**src/rtl/id_issue_sb.sv**
```systemverilog
// rtl/id_issue_sb.sv - ID-stage decoder with registered ID/EX issue stage and pending-write scoreboard
module id_issue_sb #(
  parameter int DATA_WIDTH = 32,
  parameter int ADDR_WIDTH = 32,
  parameter int REG_NUM    = 32,
  parameter int CNT_WIDTH  = 2,
  localparam int REG_AW    = $clog2(REG_NUM)
) (
  input  logic                  clk,
  input  logic                  rst,
  input  logic                  in_valid,
  output logic                  in_ready,
  input  logic [ADDR_WIDTH-1:0] in_addr,
  input  logic [31:0]           in_inst,
  output logic                  reg_read_en_1,
  output logic                  reg_read_en_2,
  output logic [REG_AW-1:0]     reg_addr_1,
  output logic [REG_AW-1:0]     reg_addr_2,
  input  logic [DATA_WIDTH-1:0] reg_data_1,
  input  logic [DATA_WIDTH-1:0] reg_data_2,
  output logic                  out_valid,
  input  logic                  out_ready,
  output logic [ADDR_WIDTH-1:0] out_addr,
  output logic [5:0]            out_funct,
  output logic [DATA_WIDTH-1:0] out_operand_1,
  output logic [DATA_WIDTH-1:0] out_operand_2,
  output logic [4:0]            out_shamt,
  output logic                  out_write_reg_en,
  output logic [REG_AW-1:0]     out_write_reg_addr,
  input  logic                  wb_en,
  input  logic [REG_AW-1:0]     wb_addr,
  input  logic                  flush
);

  localparam logic [CNT_WIDTH-1:0] SAT = '1;

  logic [5:0]            op;
  logic [REG_AW-1:0]     rs, rt, rd;
  logic [15:0]           imm;

  logic                  d_rd1, d_rd2, d_wr, d_we;
  logic [REG_AW-1:0]     d_dst;
  logic [5:0]            d_funct;
  logic [4:0]            d_shamt;
  logic [DATA_WIDTH-1:0] d_op1, d_op2;

  logic [CNT_WIDTH-1:0]  pending [REG_NUM];
  logic [REG_NUM-1:0]    inc_vec, dec_vec;
  logic                  hazard, fire;

  assign op  = in_inst[31:26];
  assign rs  = REG_AW'(in_inst[25:21]);
  assign rt  = REG_AW'(in_inst[20:16]);
  assign rd  = REG_AW'(in_inst[15:11]);
  assign imm = in_inst[15:0];

  // Instruction decode; everything reads as a NOP when IF has nothing valid
  always_comb begin
    d_rd1   = 1'b0;
    d_rd2   = 1'b0;
    d_wr    = 1'b0;
    d_dst   = '0;
    d_funct = '0;
    d_shamt = '0;
    d_op1   = '0;
    d_op2   = '0;
    if (in_valid) begin
      case (op)
        6'b000000: begin
          d_rd1   = (rs != '0);
          d_rd2   = (rt != '0);
          d_wr    = 1'b1;
          d_dst   = rd;
          d_funct = in_inst[5:0];
          d_shamt = in_inst[10:6];
          d_op1   = reg_data_1;
          d_op2   = reg_data_2;
        end
        6'b001100, 6'b001101, 6'b001110: begin
          // ANDI/ORI/XORI map onto the AND/OR/XOR ALU functions 1001xx
          d_rd1   = (rs != '0);
          d_wr    = 1'b1;
          d_dst   = rt;
          d_funct = {4'b1001, op[1:0]};
          d_op1   = reg_data_1;
          d_op2   = DATA_WIDTH'(imm);
        end
        6'b001111: begin
          // LUI is issued as OR of zero with the shifted immediate
          d_wr    = 1'b1;
          d_dst   = rt;
          d_funct = 6'b100101;
          d_op2   = DATA_WIDTH'({imm, 16'h0000});
        end
        default: ;
      endcase
    end
  end

  assign d_we          = d_wr && (d_dst != '0);
  assign reg_read_en_1 = d_rd1;
  assign reg_read_en_2 = d_rd2;
  assign reg_addr_1    = d_rd1 ? rs : '0;
  assign reg_addr_2    = d_rd2 ? rt : '0;

  // Stall on a pending source, or a destination whose counter cannot count further
  always_comb begin
    hazard = 1'b0;
    if (d_rd1 && (pending[rs] != '0)) hazard = 1'b1;
    if (d_rd2 && (pending[rt] != '0)) hazard = 1'b1;
    if (d_we && (pending[d_dst] == SAT)) hazard = 1'b1;
  end

  assign in_ready = rst && !flush && !hazard && (!out_valid || out_ready);
  assign fire     = in_valid && in_ready;

  // Per-register increment (issue) and decrement (retire) strobes
  always_comb begin
    inc_vec = '0;
    dec_vec = '0;
    if (fire && d_we) inc_vec[d_dst] = 1'b1;
    if (wb_en && (wb_addr != '0)) dec_vec[wb_addr] = 1'b1;
  end

  // Pending-write counters; simultaneous issue and retire on one register cancel
  always_ff @(posedge clk) begin
    for (int i = 0; i < REG_NUM; i++) begin
      if (!rst || flush) begin
        pending[i] <= '0;
      end else begin
        case ({inc_vec[i], dec_vec[i]})
          2'b10:   pending[i] <= pending[i] + CNT_WIDTH'(1);
          2'b01:   if (pending[i] != '0) pending[i] <= pending[i] - CNT_WIDTH'(1);
          default: ;
        endcase
      end
    end
  end

  // ID/EX output register; payload holds while EX back-pressures
  always_ff @(posedge clk) begin
    if (!rst) begin
      out_valid          <= 1'b0;
      out_addr           <= '0;
      out_funct          <= '0;
      out_operand_1      <= '0;
      out_operand_2      <= '0;
      out_shamt          <= '0;
      out_write_reg_en   <= 1'b0;
      out_write_reg_addr <= '0;
    end else if (flush) begin
      out_valid <= 1'b0;
    end else if (fire) begin
      out_valid          <= 1'b1;
      out_addr           <= in_addr;
      out_funct          <= d_funct;
      out_operand_1      <= d_op1;
      out_operand_2      <= d_op2;
      out_shamt          <= d_shamt;
      out_write_reg_en   <= d_we;
      out_write_reg_addr <= d_dst;
    end else if (out_ready) begin
      out_valid <= 1'b0;
    end
  end

endmodule

```
**config.mk**
```make
export PLATFORM = sky130hd
export DESIGN_NAME = id_issue_sb
export DESIGN_NICKNAME = d
export VERILOG_FILES = /design/src/rtl/id_issue_sb.sv
export SDC_FILE = /design/constraint.sdc
export NUM_CORES = 1
export LEC_CHECK = 0
export CAP_MARGIN = 20
export CELL_PAD_IN_SITES_DETAIL_PLACEMENT = 0
export CELL_PAD_IN_SITES_GLOBAL_PLACEMENT = 1
export CORE_MARGIN = 2
export CORE_UTILIZATION = 38
export DETAILED_ROUTE_END_ITERATION = 8
export GPL_TIMING_DRIVEN = 1
export PLACE_DENSITY_LB_ADDON = 0.05
export SLEW_MARGIN = 20
export SYNTH_ARGS = -nofsm -noshare
export SYNTH_HDL_FRONTEND = slang
export SYNTH_SLANG_ARGS = --single-unit
```
**constraint.sdc**
```tcl
create_clock -name clk -period 4.45 [get_ports clk]
set_input_delay 0.89 -clock clk [delete_from_list [all_inputs] [get_ports clk]]
set_output_delay 0.89 -clock clk [all_outputs]
set_load 0.01 [all_outputs]
```
==> results of run 1 <==
[cells by family (layout without fill, tap and decap cells)]
group | after synthesis | count (layout) | synth area share (%)
buf+inv | 199 | 558 | 7.53
compound gates | 260 | 260 | 16.2
mux | 140 | 140 | 13.7
simple gates | 554 | 554 | 22.5
other cells | 1 | 2 | 0.0327
flops | 178 | 178 | 36.6
fa+ha+maj | 30 | 30 | 3.27
[path summary, 6_finish.rpt]
path	from	to	slack (ns)
max	in_inst[22]	in_ready	0.05
min reg2reg	out_write_reg_addr[2]$_SDFFE_PN0P_	out_write_reg_addr[2]$_SDFFE_PN0P_	0.46
min	out_write_reg_addr[2]$_SDFFE_PN0P_	out_write_reg_addr[2]$_SDFFE_PN0P_	0.46
max reg2reg	pending[21][0]$_DFFE_PP_	pending[1][1]$_DFFE_PP_	0.86
[metal layers]
| layer | part of all wire [%] | vias up | global-route usage, % |
|---|---|---|---|
| li1 | - | 5612 | - |
| met2 | 48 | 472 | 48.8 |
| met4 | 2.3 | 0 | 8.44 |
| met1 | 42 | 5657 | 36.9 |
| met3 | 7.8 | 67 | 5.38 |
| met5 | 0 | - | 0 |
[cell usage after synthesis (all sizes together), types with 3 or more instances]
master / n / area (um^2)
a31oi: 7 / 43.8
a32oi: 6 / 67.6
a22oi: 5 / 65.1
or3b: 4 / 35.0
a32o: 3 / 30.0
nor2b: 4 / 25.0
buf: 36 / 251
a221oi: 3 / 32.5
nor3b: 4 / 30.0
a211oi: 11 / 92.6
a211o: 3 / 26.3
nand3: 71 / 360
nand2b: 9 / 56.3
nor4: 5 / 31.3
mux4: 14 / 315
or3: 9 / 56.3
o211ai: 19 / 143
mux2i: 126 / 1260
a41o: 12 / 120
o22ai: 5 / 31.3
inv: 104 / 390
or2: 3 / 18.8
and3: 15 / 93.8
nor2: 81 / 314
clkbuf: 58 / 218
a22o: 34 / 298
o21ai: 47 / 235
and2: 3 / 18.8
a21oi: 64 / 320
nand4: 18 / 113
dfxtp: 114 / 2280
ha: 30 / 375
o2111ai: 4 / 35.0
o31ai: 12 / 90.1
o32ai: 7 / 68.8
o311ai: 4 / 35.0
nor3: 52 / 293
or4: 15 / 113
edfxtp: 64 / 1920
nand2: 254 / 953
[state kept, by name, indices dropped and copies added (netlist names)]
signal	flops
pending	64
out_addr	32
out_operand_1	32
out_operand_2	32
out_funct	6
out_shamt	5
out_write_reg_addr	5
out_valid	1
out_write_reg_en	1
[cells in the final DEF, fill, tap and decap left out, types with 32 or more instances in the layout]
| master | n |
|---|---|
| inv_1 | 104 |
| buf_4 | 139 |
| a21oi_1 | 63 |
| clkdlybuf4s50_1 | 256 |
| nand2_1 | 253 |
| a22o_1 | 32 |
| nor2_1 | 78 |
| nor3_1 | 48 |
| o21ai_0 | 46 |
| edfxtp_1 | 64 |
| mux2i_1 | 126 |
| dfxtp_1 | 114 |
| nand3_1 | 70 |
[repair_timing]
item | in CTS | in global routing
hold buffers | 0 | 0
buffers inserted | 7 | 3
resized for setup | 20 | 17
pin swaps | 7 | 7
endpoints found under the setup margin | 1 | 29
[report_power, final]
group / switching (mW) / internal (mW)
combinational: 0.370 / 0.352
sequential: 0.0495 / 1.73
clock: 0.722 / 0.817
total: 1.14 / 2.90
[metrics by stage]
stage	cells	total power, mW	hold WS, ns
after floorplan	1363	2.12	0.482
after global placement	2070	2.52	0.443
after detailed placement	2070	2.52	0.451
after CTS	2109	4.06	0.461
after global routing	2112	4.18	0.477
final	2112	4.04	0.457
[area by class of cell]
type	count	area (um^2)	share of cell area (%)
Timing Repair Buffer	421	4010	24.7
Inverter	105	394	2.43
Sequential cell	178	4200	25.9
Clock buffer	19	454	2.80
Multi-Input combinational cell	986	6540	40.4
Tap cell	390	488	3.01
Clock inverter	13	123	0.756
[critical path, cell delays in order]
cell,delay (ns)
clkdlybuf4s50_1,0.63
buf_4,0.23
or3b_2,0.44
a21oi_1,0.18
mux4_2,0.26
o22ai_1,0.08
a21o_1,0.22
or2_2,0.29
nor2_1,0.11
buf_4,0.15
==> results.md, run 1 <==
* Final hold violation count at 0
* Largest net degree at the start of global routing at 81
* Synthesized netlist cell count at 1362
* Clock buffers created by TritonCTS at 17
* Std-Cell Rows at 63
* WS Path Type: in -> out
* CP Max Fanout at 11
* Max Buffers Root-to-Sink at 2
* Post-route setup TNS at 0 ns
* Via count at 11808
* Max H-tree Level at 4
* Number of DRC markers in iteration 0 at 833
* DPL Wire Length at 35400 um
* Synth Cell Area at 11500 um^2
* Relative max-transition margin at 40.4%
* Worst Reg2Reg Path Length in Cells at 11
* Final critical-path setup slack at 0.0538 ns
* Slew of the pin with the lowest slew margin at 0.890 ns
* Required time worst endpoint at 3.56 ns
* Number of port buffers at 265
* Via count of the first global-routing pass at 11305
* Die area at 31600 um^2
* Width of the chip at 178 um
* Total count of max-transition violations in the final report at 0
* Highest achievable clock rate at 227 MHz
* Synth Warn # at 0
* Detailed-router iteration count before antenna repair at 5
* Result of the run: finished, final reports clean
* Data arrival, critical path at 3.51 ns
* Worst setup timing slack at the placement stage at -0.586 ns
* Post-Place Cell Area at 15400 um^2
* Setup repair after global routing missed its margin: false
* Overall track demand over capacity in global routing at 28.7%
* Total overflow reported by the global router at 0
* Average routed wire per standard cell at 21.8 um
* Placeable core area at 29700 um^2
* Syn Area/Cell at 8.42 um^2
* Initial core utilization at 38.6%
* Final WL at 46000 um
* Shortest clock period the worst path allows after layout at 4.40 ns
* Final worst path period share at 98.8%
* Total Nets Final at 1878
* Number of max-cap violations at 0
* Post-route DRC violation count at 0
* Proportion of synthesized chip area in sequential cells at 36.6%
* I/O pin total at 266
* Die Y at 178 um
* TritonCTS sink count at 178
* Category of the worst setup path capture point: primary output
* DRT antenna net count at 0
* Worst clock skew on the final layout at 0.0165 ns
* Latest clock arrival within the worst-skew pair at 0.45 ns
* Relative area change from synthesis to final layout at 41.3%
* CTS tree: done
* Most common flop cell mapped by yosys: dfxtp_1
* Share of final-layout standard cells stronger than drive strength 1 at 14.2%
* Number of register bits inferred by synthesis at 178
* Fraction of the core area covered by cells at the end of the flow at 54.5%
* Share of async-settable or async-resettable flops after synthesis at 0%
* Final cell area excluding filler cells at 16200 um^2
* VDD IR max at 0.267 mV
* Distinct cell type count after synthesis at 73
* Last weighted congestion value of the routability-driven placer at 0.945
* Antenna diode count at 0
* Critical Path Source Type: input port
* Count of flip-flops with a built-in enable after synthesis at 64
* Final setup vio count at 0
* Initial antenna violation count at 0
* Number of filler instances in the final layout at 2857
* Hold Path Depth at 2
* Wire length of the first global-routing pass at 68800 um
* Cell leakage power at 6.76 nW
* Vias per cell at 5.59
* Root buffer cell: clkbuf_16
* Power per Cell Area at 249 nW/um^2
* Worst Hold Class: reg -> reg
* CTS clk-pin slew, worst paths at 0.07 ns
Note: power is estimated with default switching activity, not from simulation.
==> run 2, diff against run 1 <==
- CTS_CLUSTER_DIAMETER: not set -> 120
==> results of run 2 <==
Same layout as run 1: the final DEF is identical, and so are final timing and power.
==> run 3, diff against run 2 <==
- SKIP_CTS_REPAIR_TIMING: not set -> 1
==> run 3 against run 2 <==
Routed wire length shrank 0.10%. Largest cell class unchanged. Sequential share of layout area grew 0.13 points. Worst hold slack is essentially flat. Via count is essentially flat. Maximum frequency grew 0.59%. Critical path depth is the same. Critical endpoint unchanged. Sequential power is essentially flat. Combinational power shrank 1%. Non-clock buffer count shrank 7. Register-to-register slack lost 0.03 ns.
==> results.md, run 3 (synthesized netlist as in run 1, its figures left out) <==
* Result of the run: finished, final reports clean (unchanged)
* Cell family contributing the most delay on the critical path: buffers and inverters (unchanged)
* Overall track demand over capacity in global routing at 28.6% (was 28.7%)
* Switching power share of the total at 28.2% (was 28.3%)
* Share of final-layout standard cells stronger than drive strength 1 at 13.4% (was 14.2%)
* Width of the chip at 178 um (unchanged)
* Highest-count cells in the layout ignoring fill and taps: clkdlybuf4s50_1 (256), nand2_1 (254), buf_4 (135) (was clkdlybuf4s50_1 (256), nand2_1 (253), buf_4 (139))
* Relative max-transition margin at 41.2% (was 40.4%)
* Detailed-routed wire length on met2 at 22000 um (was 21900 um)
* CTS clk-pin slew, worst paths at 0.07 ns (about the same)
* Total count of max-transition violations in the final report at 0 (unchanged)
* Number of port buffers at 265 (unchanged)
* Largest net degree at the start of global routing at 81 (unchanged)
* Placeable core area at 29700 um^2 (unchanged)
* Via count at 11800 (was 11808)
* Worst Reg2Reg Path Length in Cells at 11 (unchanged)
* Crit Reg-Reg Startpoint: pending[21][0]$_DFFE_PP_ (unchanged)
* Category of the worst setup path capture point: primary output (unchanged)
* WS Path Type: in -> out (unchanged)
* Slew of the pin with the lowest slew margin at 0.879 ns (was 0.890 ns)
* DR top layer: met4 (unchanged)
* Post-route total power at 4.03 mW (was 4.04 mW)
* Post-route DRC violation count at 0 (unchanged)
* End of the critical path: in_ready (unchanged)
* Reg2reg end: pending[5][0]$_DFFE_PP_ (was pending[1][1]$_DFFE_PP_)
* Initial antenna violation count at 0 (unchanged)
* Final worst path period share at 98.2% (was 98.8%)
* Number of max-cap violations at 0 (unchanged)
* Root buffer cell: clkbuf_16 (unchanged)
* Total Nets Final at 1871 (was 1878)
* P_sw at 1.13 mW (was 1.14 mW)
* DRT antenna net count at 0 (unchanged)
* Shortest clock period the worst path allows after layout at 4.37 ns (was 4.40 ns)
* VDD IR max at 0.266 mV (was 0.267 mV)
* Antenna diode count at 0 (unchanged)
* Max Buffers Root-to-Sink at 2 (unchanged)
* Detailed-router iteration count before antenna repair at 6 (was 5)
* Critical Path Source Type: input port (unchanged)
* I/O pin total at 266 (unchanged)
* Cell leakage power at 6.74 nW (was 6.76 nW)
* Post-Route M1 WL at 19600 um (was 19400 um)
* Total overflow reported by the global router at 0 (unchanged)
* Final WL at 45900 um (was 46000 um)
* Die Y at 178 um (unchanged)
* Highest achievable clock rate at 229 MHz (was 227 MHz)
* Highest-delay cell along the critical path: clkdlybuf4s50_1 (unchanged)
* Most used cell along the critical path: buf_4 (unchanged)
* CTS tree: done (unchanged)
* Final setup vio count at 0 (unchanged)
* Number of cells on the critical path at 10 (unchanged)
* Worst clock skew on the final layout at 0.0187 ns (was 0.0165 ns)
* Count of buffering cells on the critical path with inverters included at 3 (unchanged)
* Vias per cell at 5.61 (was 5.59)
* Via count of the first global-routing pass at 11270 (was 11305)
* Most common library cell in the layout ignoring fill and taps: clkdlybuf4s50_1 (unchanged)
* Power per Cell Area at 250 nW/um^2 (was 249 nW/um^2)
* Worst setup path startpoint: in_inst[22] (unchanged)
* Max H-tree Level at 4 (unchanged)
* Cells along the critical path: clkdlybuf4s50_1, buf_4, or3b_2, a21oi_1, mux4_2, o22ai_1, a21o_1, or2_2, nor2_1, buf_4 (unchanged)
* Internal portion of total power at 2.89 mW (was 2.90 mW)
* Relative area change from synthesis to final layout at 40.6% (was 41.3%)
* Met3 Wirelength at 3310 um (was 3570 um)
* Last weighted congestion value of the routability-driven placer at 0.945 (unchanged)
* Placed cells at 2070 (unchanged)
* Std-Cell Rows at 63 (unchanged)
* Proportion of power drawn by flip-flops and latches at 44.2% (was 44.0%)
* Most flops, register: pending (unchanged)
* Clock power frac at 38.1% (about the same)
* Latest clock arrival within the worst-skew pair at 0.45 ns (about the same)
* DPL Wire Length at 35400 um (unchanged)
* Final hold violation count at 0 (unchanged)
* Wire length of the first global-routing pass at 68600 um (was 68800 um)
* Required time worst endpoint at 3.56 ns (about the same)
* Post-layout instance count excluding filler cells at 2105 (was 2112)
* Number of DRC markers in iteration 0 at 826 (was 833)
* Flip-flop count of the largest register after layout at 64 (unchanged)
* Setup repair after global routing missed its margin: false (unchanged)
* Die area at 31600 um^2 (unchanged)
* TritonCTS sink count at 178 (unchanged)
* Worst Hold Class: reg -> reg (unchanged)
* CP Max Fanout at 11 (unchanged)
* Setup slack of the most critical reg-to-reg path at 0.83 ns (was 0.86 ns)
* Clock buffers created by TritonCTS at 17 (unchanged)
* Comb power frac at 17.8% (was 17.9%)
* Average routed wire per standard cell at 21.8 um (about the same)
* Data arrival, critical path at 3.48 ns (was 3.51 ns)
* Initial core utilization at 38.6% (unchanged)
* Slowest stage delay, CP at 0.61 ns (was 0.63 ns)
[run 3: routing by layer]
metal / vias to the layer above / track usage (%)
met4: 0 / 8.44
li1: 5594 / -
met2: 448 / 48.5
met3: 56 / 5.38
met1: 5702 / 36.9
met5: - / 0
[run 3: through the flow]
step / setup TNS, ns / instance area, um^2 / hold slack, ns / utilization, % / worst slack, ns
2_1_floorplan: 0 / 11500 / 0.482 / - / 0.477
3_3_place_gp: -16.00 / 15400 / 0.443 / 52.0 / -0.522
3_5_place_dp: -15.31 / 15400 / 0.451 / 52.0 / -0.586
4_1_cts: -0.600 / 16000 / 0.461 / 53.9 / -0.600
5_1_grt: 0 / 16100 / 0.477 / 54.3 / 0.00678
6_report: 0 / 16100 / 0.457 / 54.3 / 0.0796
[run 3: final cells by class]
type,count,area (um^2)
sequential,178,4200
tap,390,488
clock buffer,19,454
inverter,105,394
multi-input combinational,986,6510
clock inverter,13,123
fill,2852,13600
timing repair buffer,414,3960
[run 3: tightest hold or removal path, delay by kind of cell (launching register included)]
kind,cells,cell delay [ns]
mux,1,0.05
flops,1,0.31
simple gates,1,0.05
[run 3: how the worst min path moves through the flow]
stage,from,end,cells past startpoint
3_5_place_dp,out_addr[9]$_SDFFE_PN0P_,out_addr[9]$_SDFFE_PN0P_,2
6_report,out_write_reg_addr[2]$_SDFFE_PN0P_,out_write_reg_addr[2]$_SDFFE_PN0P_,2
5_1_grt,out_operand_1[13]$_SDFFE_PN0P_,out_operand_1[13]$_SDFFE_PN0P_,2
2_1_floorplan,out_addr[0]$_SDFFE_PN0P_,out_addr[0]$_SDFFE_PN0P_,2
3_3_place_gp,out_operand_1[28]$_SDFFE_PN0P_,out_operand_1[28]$_SDFFE_PN0P_,2
4_1_cts,out_operand_1[13]$_SDFFE_PN0P_,out_operand_1[13]$_SDFFE_PN0P_,2
[run 3: power by group through the flow]
stage,Clock [mW],Sequential [mW],Combinational [mW]
final,1.53,1.78,0.715
after global routing,1.62,1.78,0.765
after CTS,1.57,1.78,0.707
after detailed placement,0,1.82,0.704
after global placement,0,1.82,0.701
after floorplan,0,1.80,0.317
